==> src/rtl/alu_seq_if.sv <==
// Signal bundle between a command source, the alu_seq sequencer and the ALU it drives.
// The slave view is the sequencer; the master view is the command source plus ALU.
interface alu_seq_if #(
  parameter int DATA_W = 32,
  parameter int CNT_W  = 16
) ();
  logic              Req_Valid_i;
  logic              Req_Ready_o;
  logic [1:0]        Req_Opc_i;
  logic [DATA_W-1:0] Req_DinA_i;
  logic [DATA_W-1:0] Req_DinB_i;

  logic [1:0]        Alu_Opc_o;
  logic [DATA_W-1:0] Alu_DinA_o;
  logic [DATA_W-1:0] Alu_DinB_o;
  logic [DATA_W-1:0] Alu_Dout_i;
  logic              Alu_OverFlow_i;

  logic              Rsp_Valid_o;
  logic              Rsp_Ready_i;
  logic [DATA_W-1:0] Rsp_Dout_o;
  logic              Rsp_OverFlow_o;

  logic              Busy_o;
  logic              Err_o;
  logic [CNT_W-1:0]  OpCount_o;

  modport slave (
    input  Req_Valid_i, Req_Opc_i, Req_DinA_i, Req_DinB_i,
    input  Alu_Dout_i, Alu_OverFlow_i, Rsp_Ready_i,
    output Req_Ready_o, Alu_Opc_o, Alu_DinA_o, Alu_DinB_o,
    output Rsp_Valid_o, Rsp_Dout_o, Rsp_OverFlow_o,
    output Busy_o, Err_o, OpCount_o
  );

  modport master (
    output Req_Valid_i, Req_Opc_i, Req_DinA_i, Req_DinB_i,
    output Alu_Dout_i, Alu_OverFlow_i, Rsp_Ready_i,
    input  Req_Ready_o, Alu_Opc_o, Alu_DinA_o, Alu_DinB_o,
    input  Rsp_Valid_o, Rsp_Dout_o, Rsp_OverFlow_o,
    input  Busy_o, Err_o, OpCount_o
  );
endinterface

==> src/rtl/alu_seq.sv <==
// Request-side sequencer for a 1-cycle-latency ADD/SUB/AND/OR ALU, with a
// built-in result checker that raises a sticky error on any wrong ALU answer.
module alu_seq #(
  parameter int DATA_W = 32,
  parameter int CNT_W  = 16
) (
  input  logic     Clk_i,
  input  logic     Reset_n_i,
  alu_seq_if.slave bus
);
  localparam logic [1:0] OPC_ADD = 2'd0;
  localparam logic [1:0] OPC_SUB = 2'd1;
  localparam logic [1:0] OPC_AND = 2'd2;
  localparam logic [1:0] OPC_OR  = 2'd3;

  typedef enum logic [1:0] {
    S_IDLE  = 2'd0,
    S_ISSUE = 2'd1,
    S_WAIT  = 2'd2,
    S_RESP  = 2'd3
  } state_t;

  state_t            r_state;
  state_t            w_state_next;
  logic              w_accept;
  logic              w_capture;
  logic              w_rsp_hs;

  logic [1:0]        r_alu_opc;
  logic [DATA_W-1:0] r_alu_a;
  logic [DATA_W-1:0] r_alu_b;

  logic [1:0]        r_exp_opc;
  logic [DATA_W-1:0] r_exp_a;
  logic [DATA_W-1:0] r_exp_b;

  logic              r_rsp_valid;
  logic [DATA_W-1:0] r_rsp_dout;
  logic              r_rsp_ovf;
  logic              r_err;
  logic [CNT_W-1:0]  r_op_cnt;

  logic [DATA_W:0]   w_sum;
  logic [DATA_W:0]   w_diff;
  logic [DATA_W-1:0] w_exp_dout;
  logic              w_exp_ovf;
  logic              w_ovf_checked;
  logic              w_mismatch;

  always_ff @(posedge Clk_i) begin
    if (!Reset_n_i) begin
      r_state <= S_IDLE;
    end else begin
      r_state <= w_state_next;
    end
  end

  always_comb begin
    w_state_next = r_state;
    w_accept     = 1'b0;
    w_capture    = 1'b0;
    w_rsp_hs     = 1'b0;
    case (r_state)
      S_IDLE: begin
        if (bus.Req_Valid_i) begin
          w_accept     = 1'b1;
          w_state_next = S_ISSUE;
        end
      end
      S_ISSUE: w_state_next = S_WAIT;
      S_WAIT: begin
        w_capture    = 1'b1;
        w_state_next = S_RESP;
      end
      S_RESP: begin
        if (bus.Rsp_Ready_i) begin
          w_rsp_hs     = 1'b1;
          w_state_next = S_IDLE;
        end
      end
      default: w_state_next = S_IDLE;
    endcase
  end

  // Widened by one bit so the top bit is the carry (ADD) or borrow (SUB).
  assign w_sum  = {1'b0, r_exp_a} + {1'b0, r_exp_b};
  assign w_diff = {1'b0, r_exp_a} - {1'b0, r_exp_b};

  always_comb begin
    w_exp_dout    = '0;
    w_exp_ovf     = 1'b0;
    w_ovf_checked = 1'b0;
    case (r_exp_opc)
      OPC_ADD: begin
        w_exp_dout    = w_sum[DATA_W-1:0];
        w_exp_ovf     = w_sum[DATA_W];
        w_ovf_checked = 1'b1;
      end
      OPC_SUB: begin
        w_exp_dout    = w_diff[DATA_W-1:0];
        w_exp_ovf     = w_diff[DATA_W];
        w_ovf_checked = 1'b1;
      end
      OPC_AND: w_exp_dout = r_exp_a & r_exp_b;
      OPC_OR:  w_exp_dout = r_exp_a | r_exp_b;
      default: w_exp_dout = '0;
    endcase
  end

  // A spurious overflow from the ALU is tolerated; only a missing one is flagged.
  assign w_mismatch = (bus.Alu_Dout_i != w_exp_dout) ||
                      (w_ovf_checked && w_exp_ovf && !bus.Alu_OverFlow_i);

  always_ff @(posedge Clk_i) begin
    if (!Reset_n_i) begin
      r_alu_opc   <= '0;
      r_alu_a     <= '0;
      r_alu_b     <= '0;
      r_exp_opc   <= '0;
      r_exp_a     <= '0;
      r_exp_b     <= '0;
      r_rsp_valid <= 1'b0;
      r_rsp_dout  <= '0;
      r_rsp_ovf   <= 1'b0;
      r_err       <= 1'b0;
      r_op_cnt    <= '0;
    end else begin
      if (w_accept) begin
        r_alu_opc <= bus.Req_Opc_i;
        r_alu_a   <= bus.Req_DinA_i;
        r_alu_b   <= bus.Req_DinB_i;
        r_exp_opc <= bus.Req_Opc_i;
        r_exp_a   <= bus.Req_DinA_i;
        r_exp_b   <= bus.Req_DinB_i;
      end
      if (w_capture) begin
        r_rsp_valid <= 1'b1;
        r_rsp_dout  <= bus.Alu_Dout_i;
        r_rsp_ovf   <= bus.Alu_OverFlow_i;
        r_err       <= r_err | w_mismatch;
      end
      if (w_rsp_hs) begin
        r_rsp_valid <= 1'b0;
        r_op_cnt    <= r_op_cnt + CNT_W'(1);
      end
    end
  end

  assign bus.Req_Ready_o    = (r_state == S_IDLE);
  assign bus.Busy_o         = (r_state != S_IDLE);
  assign bus.Alu_Opc_o      = r_alu_opc;
  assign bus.Alu_DinA_o     = r_alu_a;
  assign bus.Alu_DinB_o     = r_alu_b;
  assign bus.Rsp_Valid_o    = r_rsp_valid;
  assign bus.Rsp_Dout_o     = r_rsp_dout;
  assign bus.Rsp_OverFlow_o = r_rsp_ovf;
  assign bus.Err_o          = r_err;
  assign bus.OpCount_o      = r_op_cnt;
endmodule

==> src/flat_wrapper.sv <==
// flat-port wrapper written by rule: the top's interface ports become plain ports
module alu_seq_flat 
#(
  parameter int DATA_W = 32,
  parameter int CNT_W  = 16
)
  (Clk_i, Reset_n_i, bus_Req_Valid_i, bus_Req_Opc_i, bus_Req_DinA_i, bus_Req_DinB_i, bus_Alu_Dout_i, bus_Alu_OverFlow_i, bus_Rsp_Ready_i, bus_Req_Ready_o, bus_Alu_Opc_o, bus_Alu_DinA_o, bus_Alu_DinB_o, bus_Rsp_Valid_o, bus_Rsp_Dout_o, bus_Rsp_OverFlow_o, bus_Busy_o, bus_Err_o, bus_OpCount_o);
  alu_seq_if #(.DATA_W(DATA_W), .CNT_W(CNT_W)) bus_i ();
  input  logic Clk_i;
  input  logic Reset_n_i;
  input wire logic [$bits(bus_i.Req_Valid_i)-1:0] bus_Req_Valid_i;
  input wire logic [$bits(bus_i.Req_Opc_i)-1:0] bus_Req_Opc_i;
  input wire logic [$bits(bus_i.Req_DinA_i)-1:0] bus_Req_DinA_i;
  input wire logic [$bits(bus_i.Req_DinB_i)-1:0] bus_Req_DinB_i;
  input wire logic [$bits(bus_i.Alu_Dout_i)-1:0] bus_Alu_Dout_i;
  input wire logic [$bits(bus_i.Alu_OverFlow_i)-1:0] bus_Alu_OverFlow_i;
  input wire logic [$bits(bus_i.Rsp_Ready_i)-1:0] bus_Rsp_Ready_i;
  output wire logic [$bits(bus_i.Req_Ready_o)-1:0] bus_Req_Ready_o;
  output wire logic [$bits(bus_i.Alu_Opc_o)-1:0] bus_Alu_Opc_o;
  output wire logic [$bits(bus_i.Alu_DinA_o)-1:0] bus_Alu_DinA_o;
  output wire logic [$bits(bus_i.Alu_DinB_o)-1:0] bus_Alu_DinB_o;
  output wire logic [$bits(bus_i.Rsp_Valid_o)-1:0] bus_Rsp_Valid_o;
  output wire logic [$bits(bus_i.Rsp_Dout_o)-1:0] bus_Rsp_Dout_o;
  output wire logic [$bits(bus_i.Rsp_OverFlow_o)-1:0] bus_Rsp_OverFlow_o;
  output wire logic [$bits(bus_i.Busy_o)-1:0] bus_Busy_o;
  output wire logic [$bits(bus_i.Err_o)-1:0] bus_Err_o;
  output wire logic [$bits(bus_i.OpCount_o)-1:0] bus_OpCount_o;
  assign bus_i.Req_Valid_i = bus_Req_Valid_i;
  assign bus_i.Req_Opc_i = bus_Req_Opc_i;
  assign bus_i.Req_DinA_i = bus_Req_DinA_i;
  assign bus_i.Req_DinB_i = bus_Req_DinB_i;
  assign bus_i.Alu_Dout_i = bus_Alu_Dout_i;
  assign bus_i.Alu_OverFlow_i = bus_Alu_OverFlow_i;
  assign bus_i.Rsp_Ready_i = bus_Rsp_Ready_i;
  assign bus_Req_Ready_o = bus_i.Req_Ready_o;
  assign bus_Alu_Opc_o = bus_i.Alu_Opc_o;
  assign bus_Alu_DinA_o = bus_i.Alu_DinA_o;
  assign bus_Alu_DinB_o = bus_i.Alu_DinB_o;
  assign bus_Rsp_Valid_o = bus_i.Rsp_Valid_o;
  assign bus_Rsp_Dout_o = bus_i.Rsp_Dout_o;
  assign bus_Rsp_OverFlow_o = bus_i.Rsp_OverFlow_o;
  assign bus_Busy_o = bus_i.Busy_o;
  assign bus_Err_o = bus_i.Err_o;
  assign bus_OpCount_o = bus_i.OpCount_o;
  alu_seq #(.DATA_W(DATA_W), .CNT_W(CNT_W)) u_core (.Clk_i(Clk_i), .Reset_n_i(Reset_n_i), .bus(bus_i));
endmodule
==> config.mk <==
export PLATFORM = sky130hd
export DESIGN_NAME = alu_seq_flat
export DESIGN_NICKNAME = d
export VERILOG_FILES = /design/src/rtl/alu_seq_if.sv /design/src/rtl/alu_seq.sv /design/src/flat_wrapper.sv
export SDC_FILE = /design/constraint.sdc
export NUM_CORES = 1
export LEC_CHECK = 0
export BUFFER_PORTS_ARGS = -buffer_cell sky130_fd_sc_hd__buf_2
export CAP_MARGIN = 20
export CORE_AREA = 4 4 176 135
export CTS_CLUSTER_DIAMETER = 80
export DETAILED_ROUTE_END_ITERATION = 6
export DIE_AREA = 0 0 180 139
export PLACE_DENSITY_LB_ADDON = 0.25
export SYNTH_ARGS = -nofsm -noshare
export SYNTH_HDL_FRONTEND = slang
export SYNTH_SLANG_ARGS = --single-unit
==> constraint.sdc <==
create_clock -name Clk_i -period 4.6 [get_ports Clk_i]
set_input_delay 0.92 -clock Clk_i [delete_from_list [all_inputs] [get_ports Clk_i]]
set_output_delay 0.92 -clock Clk_i [all_outputs]
set_load 0.01 [all_outputs]
* Word level (Yosys, flattened, before mapping) *
Cells that the tools add are included.

operators by class
  reductions and logical operators = 10
  multiplexer cells = 11
  order comparisons = 0
  bitwise operators = 4
  eq/ne operators = 9
  add/sub/neg operators = 3
  div/mod/pow operators = 0
  multiply operators = 0
  shifts and indexed selects = 0

operator list
  operator                 number
  $pmux W32 S4             1
  $add A32 B32 Y33         1
  $sub A32 B32 Y33         1
  $and A32 B32 Y32         1
  $ne A32 B32 Y1           1
  $or A32 B32 Y32          1
  $add A16 B1 Y16 const B  1
  $eq A2 B2 Y1 const B     4
  $pmux W2 S4              1
  $mux W1                  6
  $eq A2 B1 Y1 const B     2
  $logic_not A2 Y1         2
  $mux W2                  2
  $ne A2 B2 Y1 const B     2
  $reduce_or A2 Y1         2
  $logic_and A1 B1 Y1      2
  $pmux W1 S2              1
  $reduce_and A2 Y1        1
  $reduce_bool A2 Y1       1
  $logic_not A1 Y1         1
  $logic_or A1 B1 Y1       1
  $not A1 Y1               1
  $or A1 B1 Y1             1

storage, ports and cells
  bits in latches = 0
  memories kept = 0
  RAM bits = 0
  register bits = 119
  input port bits = 103
  memory bits (read-only) = 0

* Logic depth before layout (Yosys ltp) *
Gate-level depths: netlist (run 1).

  depth in word-level cells = 7
  mapped depth = 15

* Worst setup path before layout (run 1) *
OpenSTA, ideal clock, no wires.

  path type = register -> register
  start = register u_core.r_exp_b[0]
  end = register u_core.r_err (netlist: u_core.bus.Err_o)
  stages on the path, launching flop included = 15
  path buffers = 0
  arrival time = 3.371 ns
  path slack = 1.108 ns
  data required time = 4.479 ns
  setup time = 0.121 ns
  cells stage by stage = dfxtp_1 ha_1 inv_1 fa_1 nand2b_1 a211oi_1 o21ai_1 a21oi_1 a31oi_1 a221oi_1 xor2_1 mux2_2 a2111o_1 nor4_1 nor2_1

on the way
  cells in the longest elaborated chain, start to end = 6
  elaborated cells on any way between the ends = 11

RTL lines
  element                                                   RTL line        source
  start, declared                                           alu_seq.sv:35   logic [DATA_W-1:0] r_exp_b;
  start signal, assigned                                    alu_seq.sv:134  r_exp_b <= bus.Req_DinB_i;
  branches (longest 4 deep; another with $sub A32 B32 Y33)  --
  $logic_or A1 B1 Y1 (*)                                    alu_seq.sv:111  assign w_mismatch = (bus.Alu_Dout_i != w_exp_dout) ||
  $or A1 B1 Y1 (*)                                          alu_seq.sv:140  r_err <= r_err | w_mismatch;
  end signal, assigned                                      alu_seq.sv:140
  end, declared                                             alu_seq.sv:40   logic r_err;

Every way passes the cells marked *.
A chain may end at the register's enable or synchronous reset.

==> results of run 1 <==
-- sequential cells by signal (all words and copies together) (netlist names) --
| signal | flops |
|---|---|
| u_core.bus.Alu_DinA_o | 32 |
| u_core.bus.Err_o | 1 |
| u_core.bus.OpCount_o | 16 |
| u_core.bus.Rsp_Dout_o | 32 |
| u_core.bus.Rsp_OverFlow_o | 1 |
| u_core.bus.Rsp_Valid_o | 1 |
| u_core.r_exp_b | 32 |
| u_core.r_exp_opc | 2 |
| u_core.r_state | 2 |
-- metal layers --
| metal | routed length (um) | GRT usage (%) | part of all wire (%) |
|---|---|---|---|
| met1 | 18200 | 44.7 | 47 |
| met4 | 649 | 7.33 | 1.7 |
| met5 | 0 | 0 | 0 |
| met3 | 4910 | 10.8 | 13 |
| met2 | 15300 | 41.0 | 39 |
-- logic make-up (layout without fill, tap and decap cells) --
| kind of cell | after synthesis | in the layout | share of synthesized area (%) |
|---|---|---|---|
| simple gates | 541 | 541 | 24.4 |
| compound gates | 395 | 395 | 25.5 |
| buf+inv | 188 | 381 | 6.67 |
| flops | 119 | 119 | 21.9 |
| fa+ha+maj | 102 | 102 | 11.9 |
| xor+xnor | 59 | 59 | 4.75 |
| mux | 52 | 52 | 4.84 |
-- metrics by stage --
step | area (um2) | power (mW) | hold slack (ns)
2_1_floorplan | 10900 | 4.17 | 0.484
3_3_place_gp | 12200 | 5.35 | 0.476
3_5_place_dp | 12200 | 5.39 | 0.490
4_1_cts | 12800 | 6.82 | 0.497
5_1_grt | 12800 | 7.36 | 0.524
6_report | 12800 | 6.92 | 0.491
-- cell usage in the layout (no fill, tap or decap), types with 7 or more instances in the layout --
cell                        instances
sky130_fd_sc_hd__xnor2_1           45
sky130_fd_sc_hd__nor2_1            89
sky130_fd_sc_hd__inv_1             99
sky130_fd_sc_hd__or3_1             10
sky130_fd_sc_hd__xor2_1            14
sky130_fd_sc_hd__a31oi_1            8
sky130_fd_sc_hd__o21ai_0           54
sky130_fd_sc_hd__a21o_1            19
sky130_fd_sc_hd__a211oi_1          14
sky130_fd_sc_hd__a21boi_0          71
sky130_fd_sc_hd__and4_1             8
sky130_fd_sc_hd__nor4_1            14
sky130_fd_sc_hd__and3_1            13
sky130_fd_sc_hd__nand2b_1          13
sky130_fd_sc_hd__ha_1              99
sky130_fd_sc_hd__and2_1            20
sky130_fd_sc_hd__a311oi_1           8
sky130_fd_sc_hd__nor2b_1           63
sky130_fd_sc_hd__nand4_1           21
sky130_fd_sc_hd__nor3_1            23
sky130_fd_sc_hd__clkbuf_16         17
sky130_fd_sc_hd__a2111oi_0          7
sky130_fd_sc_hd__nand3_1           32
sky130_fd_sc_hd__nand2_1          205
sky130_fd_sc_hd__mux2i_1           47
sky130_fd_sc_hd__o31ai_1           19
sky130_fd_sc_hd__buf_2            221
sky130_fd_sc_hd__o211ai_1          17
sky130_fd_sc_hd__dfxtp_1          118
sky130_fd_sc_hd__a21oi_1           90
sky130_fd_sc_hd__buf_4             29
sky130_fd_sc_hd__o31a_1             9
-- worst max-delay path, cell delays in order (launching register included) --
cell and delay, ns:
sky130_fd_sc_hd__dfxtp_1 0.44, sky130_fd_sc_hd__inv_1 0.11, sky130_fd_sc_hd__ha_1 0.33, sky130_fd_sc_hd__nor2_1 0.06, sky130_fd_sc_hd__o311ai_1 0.68, sky130_fd_sc_hd__a21oi_1 0.26
sky130_fd_sc_hd__o311ai_2 0.56, sky130_fd_sc_hd__a21oi_1 0.18, sky130_fd_sc_hd__or3_1 0.34, sky130_fd_sc_hd__a311oi_1 0.34, sky130_fd_sc_hd__xor2_1 0.13, sky130_fd_sc_hd__a2111o_1 0.39
sky130_fd_sc_hd__nor4_1 0.25, sky130_fd_sc_hd__nor2_1 0.06
-- worst paths after layout --
kind	slack, ns	from	to
worst max-delay path	0.34	u_core.bus.Alu_DinA_o[1]	u_core.bus.Err_o
worst min-delay path	0.49	u_core.r_exp_b[18]	u_core.r_exp_b[18]
worst max register to register	0.34	u_core.bus.Alu_DinA_o[1]	u_core.bus.Err_o
worst min register to register	0.49	u_core.r_exp_b[18]	u_core.r_exp_b[18]
-- power by group --
group          internal [mW]  switching [mW]  total, mW
clock                  0.877           0.527       1.40
sequential              1.22           0.194       1.42
combinational           1.50            2.60       4.09
-- area by class of cell --
| type | instances | area [um2] | area share, % |
|---|---|---|---|
| clock buffer | 20 | 457 | 3.56 |
| clock inverter | 11 | 150 | 1.17 |
| inverter | 100 | 375 | 2.92 |
| multi-input combinational | 1149 | 7780 | 60.6 |
| sequential | 119 | 2380 | 18.6 |
| tap | 294 | 368 | 2.87 |
| timing repair buffer | 250 | 1320 | 10.3 |
==> qor.txt, run 1 <==
========================================================================================================
Vias per cell                                                                                       5.97
Die span in y                                                                                     139 um
Cell count of the worst reg-to-reg path                                                               13
CTS H-tree depth                                                                                       4
Gr usage total                                                                                     30.1%
Part of the Yosys area used for sequential elements                                                21.9%
Antenna violations before repair                                                                       0
CTS tree                                                                                             yes
Cell type with the largest total area after synthesis                                       sky130_fd_sc_hd__dfxtp_1
Worst-case setup slack after placement                                                          0.446 ns
Final Net Count                                                                                    1,842
Insertion delay of the later-clocked pin in the worst-skew pair                                  0.44 ns
Synthesis-stage register bit count                                                                   119
Critical path startpoint category                                                                   flop
Wirelength per Cell                                                                              20.1 um
Total count of max-transition violations in the final report                                           0
Max Clock Skew                                                                                 0.0107 ns
Post-CTS clock slew at the launch and capture registers of the worst setup and hold paths        0.06 ns
Critical Path RT                                                                                 4.92 ns
Clock root buffer                                                                           sky130_fd_sc_hd__clkbuf_16
Cell row count                                                                                        47
1st-iter DRT viols                                                                                 1,101
I/O pin count                                                                                        222
Post-synth design cell area                                                                   10,900 um2
Most used standard cell by instance count after synthesis                                   sky130_fd_sc_hd__nand2_1
Fraction of final layout cells sized beyond drive strength 1                                       18.7%
Final Cycle Share                                                                                  92.6%
Utilization of the core after routing                                                              58.5%
Static leakage power                                                                             5.50 nW
Effective utilization at floorplan                                                                 49.6%
Worst Setup Slack, final                                                                        0.342 ns
Post-Syn Nets                                                                                      1,661
Synth area leaders                                                                          sky130_fd_sc_hd__dfxtp_1 22%, sky130_fd_sc_hd__ha_1 12%, sky130_fd_sc_hd__nand2_1 7.1%
Tightest Pin Transition                                                                          1.07 ns
# diodes                                                                                               0
Capturing element type of the critical path                                                         flop
Number of gates resized after cts                                                                      0
Post-synthesis cell count                                                                          1,456
Final hold violation count                                                                             0
Worst Hold Path Cells                                                                                  2
Area overhead of the layout relative to synthesis                                                  18.0%
Primary flip-flop cell chosen by synthesis mapping                                          sky130_fd_sc_hd__dfxtp_1
Final Instance Count excl. Fillers                                                                 1,943
Share of async-settable or async-resettable flops after synthesis                                     0%
Floorplan die area                                                                            25,000 um2
RSZ-0062 raised after global routing                                                               false
Final setup fails                                                                                      0
First-pass GRT wire length                                                                     60,800 um
Highest fanout seen on the critical path                                                               6
Final-layout setup total negative slack                                                             0 ns
Sink Count                                                                                           119
TritonRoute pass-1 iters                                                                               6
Total setup buffers inserted after CTS                                                                 0
Vias in the first global route                                                                    10,679
Buffers added on ports                                                                               221
Number of enable-type register cells in the synthesized netlist                                        0
Hold buffer count at CTS                                                                               0
CTS buffer count                                                                                      17
Number of buffers on the longest clock path                                                            2
Max Clk Rate                                                                                   0.235 GHz
Crit path time final                                                                             4.26 ns
Pwr per Cell Area                                                                             539 nW/um2
Total half-perimeter wirelength after legalization and detailed placement                      30,200 um
Placeable core region                                                                         21,900 um2
Number of antenna-violating nets in the routed design                                                  0
Final weighted congestion in routability-driven placement                                           1.02
Area fraction of the dominant cell type after synthesis                                            21.9%
Kind of critical path                                                                       flop to flop
Detailed-route via count                                                                          11,591
Worst slew margin                                                                                  28.9%
Total detailed-routing wirelength                                                              39,000 um
Total of fill cells in the finished design                                                         2,085
Post-Synthesis Mean Instance Area                                                               7.47 um2
Pin count of the biggest net entering global routing                                                  47
Ys Warns                                                                                               0
Global-route congestion overflow total                                                                 0
Number of maximum-capacitance violations                                                               0
Width of the die                                                                                  180 um
Commonest cells in the synthesized netlist                                                  206 x sky130_fd_sc_hd__nand2_1, 119 x sky130_fd_sc_hd__dfxtp_1, 100 x sky130_fd_sc_hd__ha_1
Peak ir drop on the vdd network                                                                 0.307 mV
DRC errors left                                                                                        0
Placed cell count                                                                                  1,912
Count of cell types in the netlist                                                                    80
Run status                                                                                     completed
Arr. time, crit path                                                                             4.58 ns
Path category of the worst min-delay check                                                  flop to flop
========================================================================================================
No activity file was read; power rests on OpenSTA's default activity.
==> run 2, diff against run 1 <==
CELL_PAD_IN_SITES_DETAIL_PLACEMENT = 1   (was default)
CELL_PAD_IN_SITES_GLOBAL_PLACEMENT = 1   (was default)
CORE_AREA = 4 4 194 149   (was 4 4 176 135)
DIE_AREA = 0 0 198 153   (was 0 0 180 139)
==> qor.txt, run 2 (synthesized netlist as in run 1, its figures left out) <==
========================================================================================================
Number of antenna-violating nets in the routed design                                                  0   unchanged
Cells along the critical path                                                               inv_1, ha_1, nor2_1, o311ai_1, a21oi_1, o311ai_2, a21oi_1, or3_1, a311oi_1, xor2_1, a2111o_1, nor4_1, nor2_1
Global-route congestion overflow total                                                                 0   unchanged
Highest fanout seen on the critical path                                                               6   unchanged
I/O pin count                                                                                        222   unchanged
Gr usage total                                                                                     27.3%   -2.8 points
Max Clk Rate                                                                                   0.232 GHz   -1.0%
CTS tree                                                                                             yes
Floorplan die area                                                                            30,300 um2   +21%
Path category of the worst min-delay check                                                  flop to flop
Total internal power                                                                             3.57 mW   -0.72%
Post-CTS clock slew at the launch and capture registers of the worst setup and hold paths        0.07 ns   about the same
Number of maximum-capacitance violations                                                               0   unchanged
Critical Path RT                                                                                 4.92 ns   about the same
Width of the die                                                                                  198 um   +10%
Switch share                                                                                       49.5%   +1.5 points
Final setup fails                                                                                      0   unchanged
Gate power share                                                                                   59.7%   +0.5 points
Die span in y                                                                                     153 um   +10%
Static leakage power                                                                             5.53 nW   +0.67%
CP max stage delay                                                                               0.61 ns   -0.07 ns
Area of the multi-input gates                                                                   7790 um2   +0.11%
Hold buffer count at CTS                                                                               0   unchanged
Effective utilization at floorplan                                                                 40.6%   -9.0 points
RSZ-0062 raised after global routing                                                               false
Antenna violations before repair                                                                       0   unchanged
Worst slack on hold paths                                                                       0.502 ns   +0.0115 ns
Final Net Count                                                                                    1,844   +0.11%
Kind of critical path                                                                       flop to flop
Cell row count                                                                                        52   +11%
Number of gates resized after cts                                                                      0   unchanged
Placeable core region                                                                         26,800 um2   +22%
Total half-perimeter wirelength after legalization and detailed placement                      33,200 um   +10%
Arr. time, crit path                                                                             4.62 ns   +0.04 ns
Pin count of the biggest net entering global routing                                                  71   +51%
Relative contribution of the clock network to total power                                          20.3%   about the same
Total of fill cells in the finished design                                                         3,390   +63%
First-pass GRT wire length                                                                     66,100 um   +8.8%
Final weighted congestion in routability-driven placement                                          0.999   -2.4%
Tightest Pin Transition                                                                          1.07 ns   +0.00224 ns
Area overhead of the layout relative to synthesis                                                  19.3%
Fraction of final layout cells sized beyond drive strength 1                                       19.1%   +0.33 points
Capturing element type of the critical path                                                         flop
1st-iter DRT viols                                                                                   938   -15%
Clock root buffer                                                                           sky130_fd_sc_hd__clkbuf_16
Run status                                                                                     completed
Pwr per Cell Area                                                                             545 nW/um2   +1.1%
Psw                                                                                              3.50 mW   +5.3%
Total count of max-transition violations in the final report                                           0   unchanged
Number of buffers on the longest clock path                                                            2   unchanged
CTS buffer count                                                                                      17   unchanged
Detailed-route via count                                                                          11,677   +0.74%
Total setup buffers inserted after CTS                                                                 0   unchanged
Fraction of power consumed by sequential logic                                                     20.1%   -0.4 points
Final Cycle Share                                                                                  93.5%   +0.96 points
Crit path time final                                                                             4.30 ns   +0.0440 ns
Utilization of the core after routing                                                              48.4%   -10 points
Vias per cell                                                                                       5.83   -2.3%
Wirelength per Cell                                                                              21.5 um   +6.8%
Insertion delay of the later-clocked pin in the worst-skew pair                                  0.43 ns   about the same
Peak ir drop on the vdd network                                                                 0.315 mV   +2.5%
Worst slew margin                                                                                  27.0%   -2.0 points
Commonest non-fill, non-tap cells in the layout                                             221 x sky130_fd_sc_hd__buf_2, 205 x sky130_fd_sc_hd__nand2_1, 118 x sky130_fd_sc_hd__dfxtp_1
Critical path startpoint category                                                                   flop
DRC errors left                                                                                        0   unchanged
Cell at the slowest stage of the critical path                                              sky130_fd_sc_hd__o311ai_2
Total detailed-routing wirelength                                                              43,000 um   +10%
Most common library cell in the layout ignoring fill and taps                               sky130_fd_sc_hd__buf_2
Buffers added on ports                                                                               221   unchanged
Max Clock Skew                                                                                0.00933 ns   -0.00135 ns
Vias in the first global route                                                                    11,544   +8.1%
CTS H-tree depth                                                                                       4   unchanged
Final-layout setup total negative slack                                                             0 ns   unchanged
# diodes                                                                                               0   unchanged
Area taken by flip-flops and latches                                                            2380 um2   unchanged
Sink Count                                                                                           119   unchanged
TritonRoute pass-1 iters                                                                               6   unchanged
Final hold violation count                                                                             0   unchanged
========================================================================================================
## run 2: layer usage
layer	track usage [%]	vias to the layer above	wire, um
li1	-	5504	-
met3	4.91	70	3040
met4	7.67	0	1050
met1	39.1	5686	20100
met5	0	-	0
met2	41.9	417	18800
## run 2: path summary, 6_finish.rpt
| path | end | start | cells after the start | slack, ns |
|---|---|---|---|---|
| max | u_core.bus.Err_o | u_core.bus.Alu_DinA_o[1] | 13 | 0.30 |
| min | u_core.r_exp_b[24] | u_core.r_exp_b[24] | 2 | 0.50 |
| max reg2reg | u_core.bus.Err_o | u_core.bus.Alu_DinA_o[1] | 13 | 0.30 |
| min reg2reg | u_core.r_exp_b[24] | u_core.r_exp_b[24] | 2 | 0.50 |
## run 2: power groups by stage
stage,Clock [mW],Sequential (mW),Combinational [mW]
4_1_cts,1.46,1.42,4.15
6_report,1.43,1.42,4.22
2_1_floorplan,0,1.48,2.69
3_3_place_gp,0,1.42,4.07
3_5_place_dp,0,1.44,4.12
5_1_grt,1.51,1.45,4.57
## run 2: final cells by class
type | count | area share [%]
clock buffers | 17 | 3.28
clock inverters | 15 | 1.41
inverters | 100 | 2.89
multi-input cells | 1149 | 60.0
flip-flops and latches | 119 | 18.4
well taps | 351 | 3.39
repair buffers | 252 | 10.6
## run 2: stage by stage
| step | total power, mW | cell area, um2 | cells | worst slack (ns) |
|---|---|---|---|---|
| global placement | 5.49 | 12400 | 1971 | 0.438 |
| CTS | 7.03 | 13000 | 2003 | 0.145 |
| detailed placement | 5.56 | 12400 | 1971 | 0.261 |
| finish | 7.07 | 13000 | 2003 | 0.298 |
| global route | 7.54 | 13000 | 2003 | 0.0608 |
| floorplan | 4.17 | 10900 | 1456 | 1.11 |
## run 2: critical path, delay by kind of cell, from the launching register on
family	cells	cell delay [ns]
AO/OA/AOI/OAI	6	2.38
AND/OR/NAND/NOR	4	0.78
flip-flops	1	0.45
adder cells (fa/ha/maj)	1	0.33
XOR/XNOR	1	0.14
buffers and inverters	1	0.12
